--- src/rtl/mont_sync_fifo_if.sv ---
// Handshake and status bundle between the host loader, the FIFO and the
// Montgomery multiplication engine.
interface mont_sync_fifo_if #(
  parameter int DATA_W = 32,
  parameter int ADDR_W = 6
);
  logic              flush;
  logic              wr_en;
  logic [DATA_W-1:0] wr_data;
  logic              rd_en;
  logic [DATA_W-1:0] rd_data;
  logic              rd_valid;
  logic              full;
  logic              empty;
  logic              almost_full;
  logic              almost_empty;
  logic [ADDR_W:0]   count;
  logic              overflow;
  logic              underflow;

  modport master (
    output flush, wr_en, wr_data, rd_en,
    input  rd_data, rd_valid, full, empty, almost_full, almost_empty,
           count, overflow, underflow
  );

  modport slave (
    input  flush, wr_en, wr_data, rd_en,
    output rd_data, rd_valid, full, empty, almost_full, almost_empty,
           count, overflow, underflow
  );
endinterface

--- src/rtl/mont_sync_fifo.sv ---
// Power-of-two synchronous FIFO feeding the Montgomery engine: registered or
// first-word-fall-through read, almost thresholds, flush and sticky errors.
module mont_sync_fifo #(
  parameter int DATA_W = 32,
  parameter int ADDR_W = 6,
  parameter int FWFT   = 0,
  parameter int AF_LVL = (1 << ADDR_W) - 4,
  parameter int AE_LVL = 4
) (
  input  logic            clk,
  input  logic            rst_n,
  mont_sync_fifo_if.slave bus
);
  localparam int DEPTH = 1 << ADDR_W;
  localparam logic [ADDR_W-1:0] PTR_ONE  = (ADDR_W)'(1);
  localparam logic [ADDR_W:0]   CNT_ONE  = (ADDR_W+1)'(1);
  localparam logic [ADDR_W:0]   CNT_FULL = (ADDR_W+1)'(DEPTH);
  localparam logic [ADDR_W:0]   AF_CNT   = (ADDR_W+1)'(AF_LVL);
  localparam logic [ADDR_W:0]   AE_CNT   = (ADDR_W+1)'(AE_LVL);

  logic [DATA_W-1:0] mem_r [DEPTH];
  logic [ADDR_W-1:0] wr_ptr_r;
  logic [ADDR_W-1:0] rd_ptr_r;
  logic [ADDR_W:0]   count_r;
  logic              overflow_r;
  logic              underflow_r;
  logic              full_s;
  logic              empty_s;
  logic              wr_acc_s;
  logic              rd_acc_s;

  // Status depends only on the registered count, so full never admits a
  // same-cycle write even when a read is also accepted.
  assign full_s   = (count_r == CNT_FULL);
  assign empty_s  = (count_r == {(ADDR_W+1){1'b0}});
  assign wr_acc_s = bus.wr_en & ~full_s  & ~bus.flush;
  assign rd_acc_s = bus.rd_en & ~empty_s & ~bus.flush;

  assign bus.full         = full_s;
  assign bus.empty        = empty_s;
  assign bus.almost_full  = (count_r >= AF_CNT);
  assign bus.almost_empty = (count_r <= AE_CNT);
  assign bus.count        = count_r;
  assign bus.overflow     = overflow_r;
  assign bus.underflow    = underflow_r;

  // Storage array: written on accepted writes, never cleared.
  always_ff @(posedge clk) begin
    if (wr_acc_s) begin
      mem_r[wr_ptr_r] <= bus.wr_data;
    end
  end

  // Pointers, occupancy and sticky error flags.
  always_ff @(posedge clk or negedge rst_n) begin
    if (!rst_n) begin
      wr_ptr_r    <= {ADDR_W{1'b0}};
      rd_ptr_r    <= {ADDR_W{1'b0}};
      count_r     <= {(ADDR_W+1){1'b0}};
      overflow_r  <= 1'b0;
      underflow_r <= 1'b0;
    end else if (bus.flush) begin
      wr_ptr_r    <= {ADDR_W{1'b0}};
      rd_ptr_r    <= {ADDR_W{1'b0}};
      count_r     <= {(ADDR_W+1){1'b0}};
      overflow_r  <= 1'b0;
      underflow_r <= 1'b0;
    end else begin
      if (wr_acc_s) begin
        wr_ptr_r <= wr_ptr_r + PTR_ONE;
      end
      if (rd_acc_s) begin
        rd_ptr_r <= rd_ptr_r + PTR_ONE;
      end
      case ({wr_acc_s, rd_acc_s})
        2'b10:   count_r <= count_r + CNT_ONE;
        2'b01:   count_r <= count_r - CNT_ONE;
        default: count_r <= count_r;
      endcase
      if (bus.wr_en && full_s) begin
        overflow_r <= 1'b1;
      end
      if (bus.rd_en && empty_s) begin
        underflow_r <= 1'b1;
      end
    end
  end

  generate
    if (FWFT != 0) begin : g_fwft
      assign bus.rd_data  = mem_r[rd_ptr_r];
      assign bus.rd_valid = ~empty_s;
    end else begin : g_reg
      logic [DATA_W-1:0] rd_data_r;
      logic              rd_valid_r;

      // Registered read port; rd_valid pulses for one cycle per accepted read.
      always_ff @(posedge clk or negedge rst_n) begin
        if (!rst_n) begin
          rd_data_r  <= {DATA_W{1'b0}};
          rd_valid_r <= 1'b0;
        end else if (bus.flush) begin
          rd_data_r  <= {DATA_W{1'b0}};
          rd_valid_r <= 1'b0;
        end else begin
          rd_valid_r <= rd_acc_s;
          if (rd_acc_s) begin
            rd_data_r <= mem_r[rd_ptr_r];
          end
        end
      end

      assign bus.rd_data  = rd_data_r;
      assign bus.rd_valid = rd_valid_r;
    end
  endgenerate
endmodule

--- src/flat_wrapper.sv ---
// flat-port wrapper written by rule: the top's interface ports become plain ports
module mont_sync_fifo_flat 
#(
  parameter int DATA_W = 32,
  parameter int ADDR_W = 6,
  parameter int FWFT   = 0,
  parameter int AF_LVL = (1 << ADDR_W) - 4,
  parameter int AE_LVL = 4
)
  (clk, rst_n, bus_flush, bus_wr_en, bus_wr_data, bus_rd_en, bus_rd_data, bus_rd_valid, bus_full, bus_empty, bus_almost_full, bus_almost_empty, bus_count, bus_overflow, bus_underflow);
  mont_sync_fifo_if #(.DATA_W(DATA_W), .ADDR_W(ADDR_W)) bus_i ();
  input  logic clk;
  input  logic rst_n;
  input wire logic [$bits(bus_i.flush)-1:0] bus_flush;
  input wire logic [$bits(bus_i.wr_en)-1:0] bus_wr_en;
  input wire logic [$bits(bus_i.wr_data)-1:0] bus_wr_data;
  input wire logic [$bits(bus_i.rd_en)-1:0] bus_rd_en;
  output wire logic [$bits(bus_i.rd_data)-1:0] bus_rd_data;
  output wire logic [$bits(bus_i.rd_valid)-1:0] bus_rd_valid;
  output wire logic [$bits(bus_i.full)-1:0] bus_full;
  output wire logic [$bits(bus_i.empty)-1:0] bus_empty;
  output wire logic [$bits(bus_i.almost_full)-1:0] bus_almost_full;
  output wire logic [$bits(bus_i.almost_empty)-1:0] bus_almost_empty;
  output wire logic [$bits(bus_i.count)-1:0] bus_count;
  output wire logic [$bits(bus_i.overflow)-1:0] bus_overflow;
  output wire logic [$bits(bus_i.underflow)-1:0] bus_underflow;
  assign bus_i.flush = bus_flush;
  assign bus_i.wr_en = bus_wr_en;
  assign bus_i.wr_data = bus_wr_data;
  assign bus_i.rd_en = bus_rd_en;
  assign bus_rd_data = bus_i.rd_data;
  assign bus_rd_valid = bus_i.rd_valid;
  assign bus_full = bus_i.full;
  assign bus_empty = bus_i.empty;
  assign bus_almost_full = bus_i.almost_full;
  assign bus_almost_empty = bus_i.almost_empty;
  assign bus_count = bus_i.count;
  assign bus_overflow = bus_i.overflow;
  assign bus_underflow = bus_i.underflow;
  mont_sync_fifo #(.DATA_W(DATA_W), .ADDR_W(ADDR_W), .FWFT(FWFT), .AF_LVL(AF_LVL), .AE_LVL(AE_LVL)) u_core (.clk(clk), .rst_n(rst_n), .bus(bus_i));
endmodule
--- config.mk ---
export PLATFORM = sky130hd
export DESIGN_NAME = mont_sync_fifo_flat
export DESIGN_NICKNAME = d
export VERILOG_FILES = /design/src/rtl/mont_sync_fifo_if.sv /design/src/rtl/mont_sync_fifo.sv /design/src/flat_wrapper.sv
export SDC_FILE = /design/constraint.sdc
export NUM_CORES = 2
export LEC_CHECK = 0
export BUFFER_PORTS_ARGS = -buffer_cell sky130_fd_sc_hd__buf_2
export CORE_MARGIN = 5
export CORE_UTILIZATION = 55
export CTS_CLUSTER_SIZE = 16
export DETAILED_ROUTE_END_ITERATION = 8
export GPL_TIMING_DRIVEN = 0
export HOLD_SLACK_MARGIN = 0.08
export PLACE_DENSITY = 0.71
export SLEW_MARGIN = 5
export SYNTH_ARGS = -nofsm -noshare
export SYNTH_HDL_FRONTEND = slang
export SYNTH_SLANG_ARGS = --single-unit
--- constraint.sdc ---
create_clock -name clk -period 3.9 [get_ports clk]
set_input_delay 0.39 -clock clk [delete_from_list [all_inputs] [get_ports clk]]
set_output_delay 0.39 -clock clk [all_outputs]
set_load 0.05 [all_outputs]
==> results.py <==
metrics = {
    "status": {
        "status": "finished, violations left",
        "violations": "max-capacitance violations, max-slew violations",
    },
    "floorplan": {
        "ioPinCount": 83,
        "core_area_mm2": 0.1459,
        "die_w_um": 393.7,
        "die_h_um": 393.7,
        "num_rows": 140,
        "fp.dieArea_mm2": 0.1550,
        "initial_core_util_pct": 55.48,
    },
    "timing": {
        "final.period_utilization_pct": 99.89,
        "rsz0062_at_grt": "no",
        "holdWs_ps": 114.7,
        "tightestPinTransition_ps": 1531,
        "relSlewSlack_pct": -2.563,
        "setup_violations": 0,
        "fin_crit_ps": 3896,
        "hold_viol": 0,
        "clock_skew_ps": 53.23,
        "fin_tns_setup_ps": 0,
        "max_freq_mhz": 256.7,
        "slew_viol_final": 10,
    },
    "global_route": {
        "grt_pass1_wl_um": 299900,
        "grt_pass1_vias": 40650,
        "antenna_found_initial": 21,
        "grt.total_usage_pct": 27.13,
        "grt_max_degree": 65,
        "grt_overflow": 0,
    },
    "worst_setup_path": {
        "critPathLaunchType": "flip-flop",
        "crit_type": "reg2reg",
        "crit_slowest_cell": "nand3_1",
        "slowest_delay_ps": 950,
        "r2r-start": "u_core.bus.count[1]",
        "arrival_ps": 4480,
        "timing.rr.end": "u_core.mem_r[21][12]",
        "cp_cell_sequence": "buf_2 -> or3_1 -> o31ai_2 -> nor2_1 -> nand3_1 -> nor2_4 -> buf_16",
        "required_ps": 4490,
        "worstPathMaxFanout": 17,
        "crit_path_end_kind": "flip-flop",
        "r2r_cells": 7,
        "rrSetupSlack_ps": 4,
    },
    "logic_synthesis": {
        "synth_edf_count": 2048,
        "synth_warnings": 0,
        "synthCells": 3837,
        "synth_common_cells": "edfxtp_1 (2048), mux2i_1 (441), mux4_2 (387), nand2_1 (205), a22oi_1 (156)",
        "syn_avg_cell_area_um2": 21.10,
        "synth.cell_area_mm2": 0.08095,
        "synth_async_sr_flop_share_pct": 2.569,
        "synth_top_area_share_pct": 75.97,
        "synth_cell_types": 49,
        "yosysSeqAreaShare_pct": 77.64,
        "synth-main-ff-cell": "edfxtp_1",
        "synth_area_leader_cell": "edfxtp_1",
        "synth_seq_cells": 2102,
        "syn-num-nets": 3878,
        "synth.most_common_cell": "edfxtp_1",
        "synthTopCellsByArea": "edfxtp_1 (76%), mux4_2 (11%), mux2i_1 (5.5%)",
    },
    "placement": {
        "placed_area_mm2": 0.08570,
        "place.gp.congestion": 0.8989,
        "hpwl_um": 135200,
        "io_buffers": 81,
    },
    "detailed_routing": {
        "wl_per_cell_um": 33.49,
        "drt_iter0_markers": 5129,
        "detail_route.wirelength_um": 210900,
        "detail_route.first_pass.iterations": 6,
        "viasPerCell": 6.502,
        "via_count": 40950,
        "ant_nets": 0,
        "drc_errors": 0,
    },
    "min_path": {
        "hold_path_depth": 1,
        "min_to": "u_core.mem_r[2][0]",
        "hp-start": "bus_wr_data[0]",
        "hp-class": "in2reg",
    },
    "final_layout": {
        "drive_above_1_share_pct": 22.92,
        "nNetsFinal": 4248,
        "area_growth_pct": 14.32,
        "final_area_mm2": 0.09255,
    },
    "power_and_ir_drop": {
        "p_leak_nw": 28.54,
        "irDropWorstVdd_uv": 555.1,
        "power.density_mw_per_mm2": 581.0,
    },
    "clocking": {
        "numCtsBuffers": 199,
        "cts-root-buf": "clkbuf_16",
        "h-tree-depth": 4,
        "cts_buffer_depth": 3,
        "cts_tree": "built",
        "worst_skew_pair.late_latency_ps": 840,
        "cts.sinks": 2102,
        "path_clk_slew_ps": 60,
    },
    "run": {
        "maxCapViolations": 1,
    },
}
## state kept, by name, indices dropped and copies added, names as in the netlist
register	count
u_core.mem_r	2048
u_core.bus.rd_data	32
u_core.bus.count	7
u_core.rd_ptr_r	6
u_core.wr_ptr_r	6
u_core.bus.overflow	1
u_core.bus.rd_valid	1
u_core.bus.underflow	1
## area by class of cell
| type | instances | area (um^2) |
|---|---|---|
| Antenna cell | 4 | 10.01 |
| Buffer | 218 | 1010 |
| Clock buffer | 261 | 5399 |
| Clock inverter | 109 | 1169 |
| Fill cell | 9610 | 53360 |
| Inverter | 5 | 18.77 |
| Multi-Input combinational cell | 1512 | 17590 |
| Sequential cell | 2102 | 62850 |
| Tap cell | 1917 | 2399 |
| Timing Repair Buffer | 169 | 2102 |
## worst max-delay path by stage
stage                        start                      to  cells past startpoint
2_1_floorplan  u_core.bus.count[2]     u_core.mem_r[62][0]                      6
3_3_place_gp   u_core.bus.count[3]    u_core.mem_r[46][24]                      5
3_5_place_dp   u_core.bus.count[3]    u_core.mem_r[22][14]                      6
4_1_cts         u_core.rd_ptr_r[1]  u_core.bus.rd_data[13]                      8
5_1_grt         u_core.rd_ptr_r[1]  u_core.bus.rd_data[10]                      8
6_report       u_core.bus.count[1]    u_core.mem_r[21][12]                      7
## worst max-delay path: cells and delay by family (launching register included)
kind	cells	cell delay [ps]
AND/OR/NAND/NOR	4	1960
buffers and inverters	2	480
AO/OA/AOI/OAI	1	760
flip-flops	1	410
## per-stage QoR
| stage | total power, mW | setup slack (ps) | std cells | util, % |
|---|---|---|---|---|
| floorplan | 31.63 | 160.6 | 3837 | - |
| global placement | 34.62 | -2023 | 5835 | 57.40 |
| detailed placement | 34.77 | -437.6 | 5901 | 58.73 |
| CTS | 53.95 | 17.64 | 6289 | 63.34 |
| global route | 55.47 | 23.29 | 6293 | 63.42 |
| finish | 53.77 | 4.392 | 6297 | 63.43 |
## cell families after synthesis
group | after synthesis | share of synthesized area, %
AOI/OAI and AO/OA | 276 | 2.558
xor gates and xnor gates | 13 | 0.1406
adders and majority gates | 4 | 0.06183
buffers and inverters | 223 | 1.267
DFF | 2102 | 77.64
muxes | 831 | 16.27
and+or+nand+nor | 388 | 2.070
## power breakdown
group / leakage (nW) / switching [mW] / internal [mW] / total [mW]
Sequential: 19.1 / 0.320 / 25.0 / 25.3
Clock: 3.20 / 8.32 / 11.1 / 19.4
Combinational: 6.20 / 5.55 / 3.49 / 9.04
Total: 28.5 / 14.2 / 39.6 / 53.8
## metal layers
layer | GRT usage [%] | wire, um | vias up
li1 | - | - | 16660
met2 | 41.50 | 97920 | 2411
met4 | 8.891 | 7608 | 8
met3 | 7.746 | 23750 | 411
met5 | 0 | 36 | -
met1 | 38.40 | 81550 | 21460
## what timing repair did
action                                  4_1_cts  5_1_grt
endpoints found under the hold margin        59       36
endpoints found under the setup margin     1385        5
hold buffers                                  5        2
setup buffers                                13        0
gates resized for setup                       3        5
pin swaps                                     5        0
## layout by cell type, fill, tap and decap left out, drive strengths merged, types with 5 or more instances in the layout
cell type	n
edfxtp	2048
mux2i	441
mux4	387
clkbuf	363
buf	278
nand2	205
a22oi	156
nor2	93
clkinv	78
dfrtp	54
nand4	38
a21oi	38
o211ai	33
a221o	31
bufinv	20
nor3	12
inv	11
xnor2	7
dlygate4sd3	7
or3	6
xor2	6
nand3	6
clkinvlp	5
and2	5
o21ai	5
Note: power is estimated with default switching activity, not from simulation.
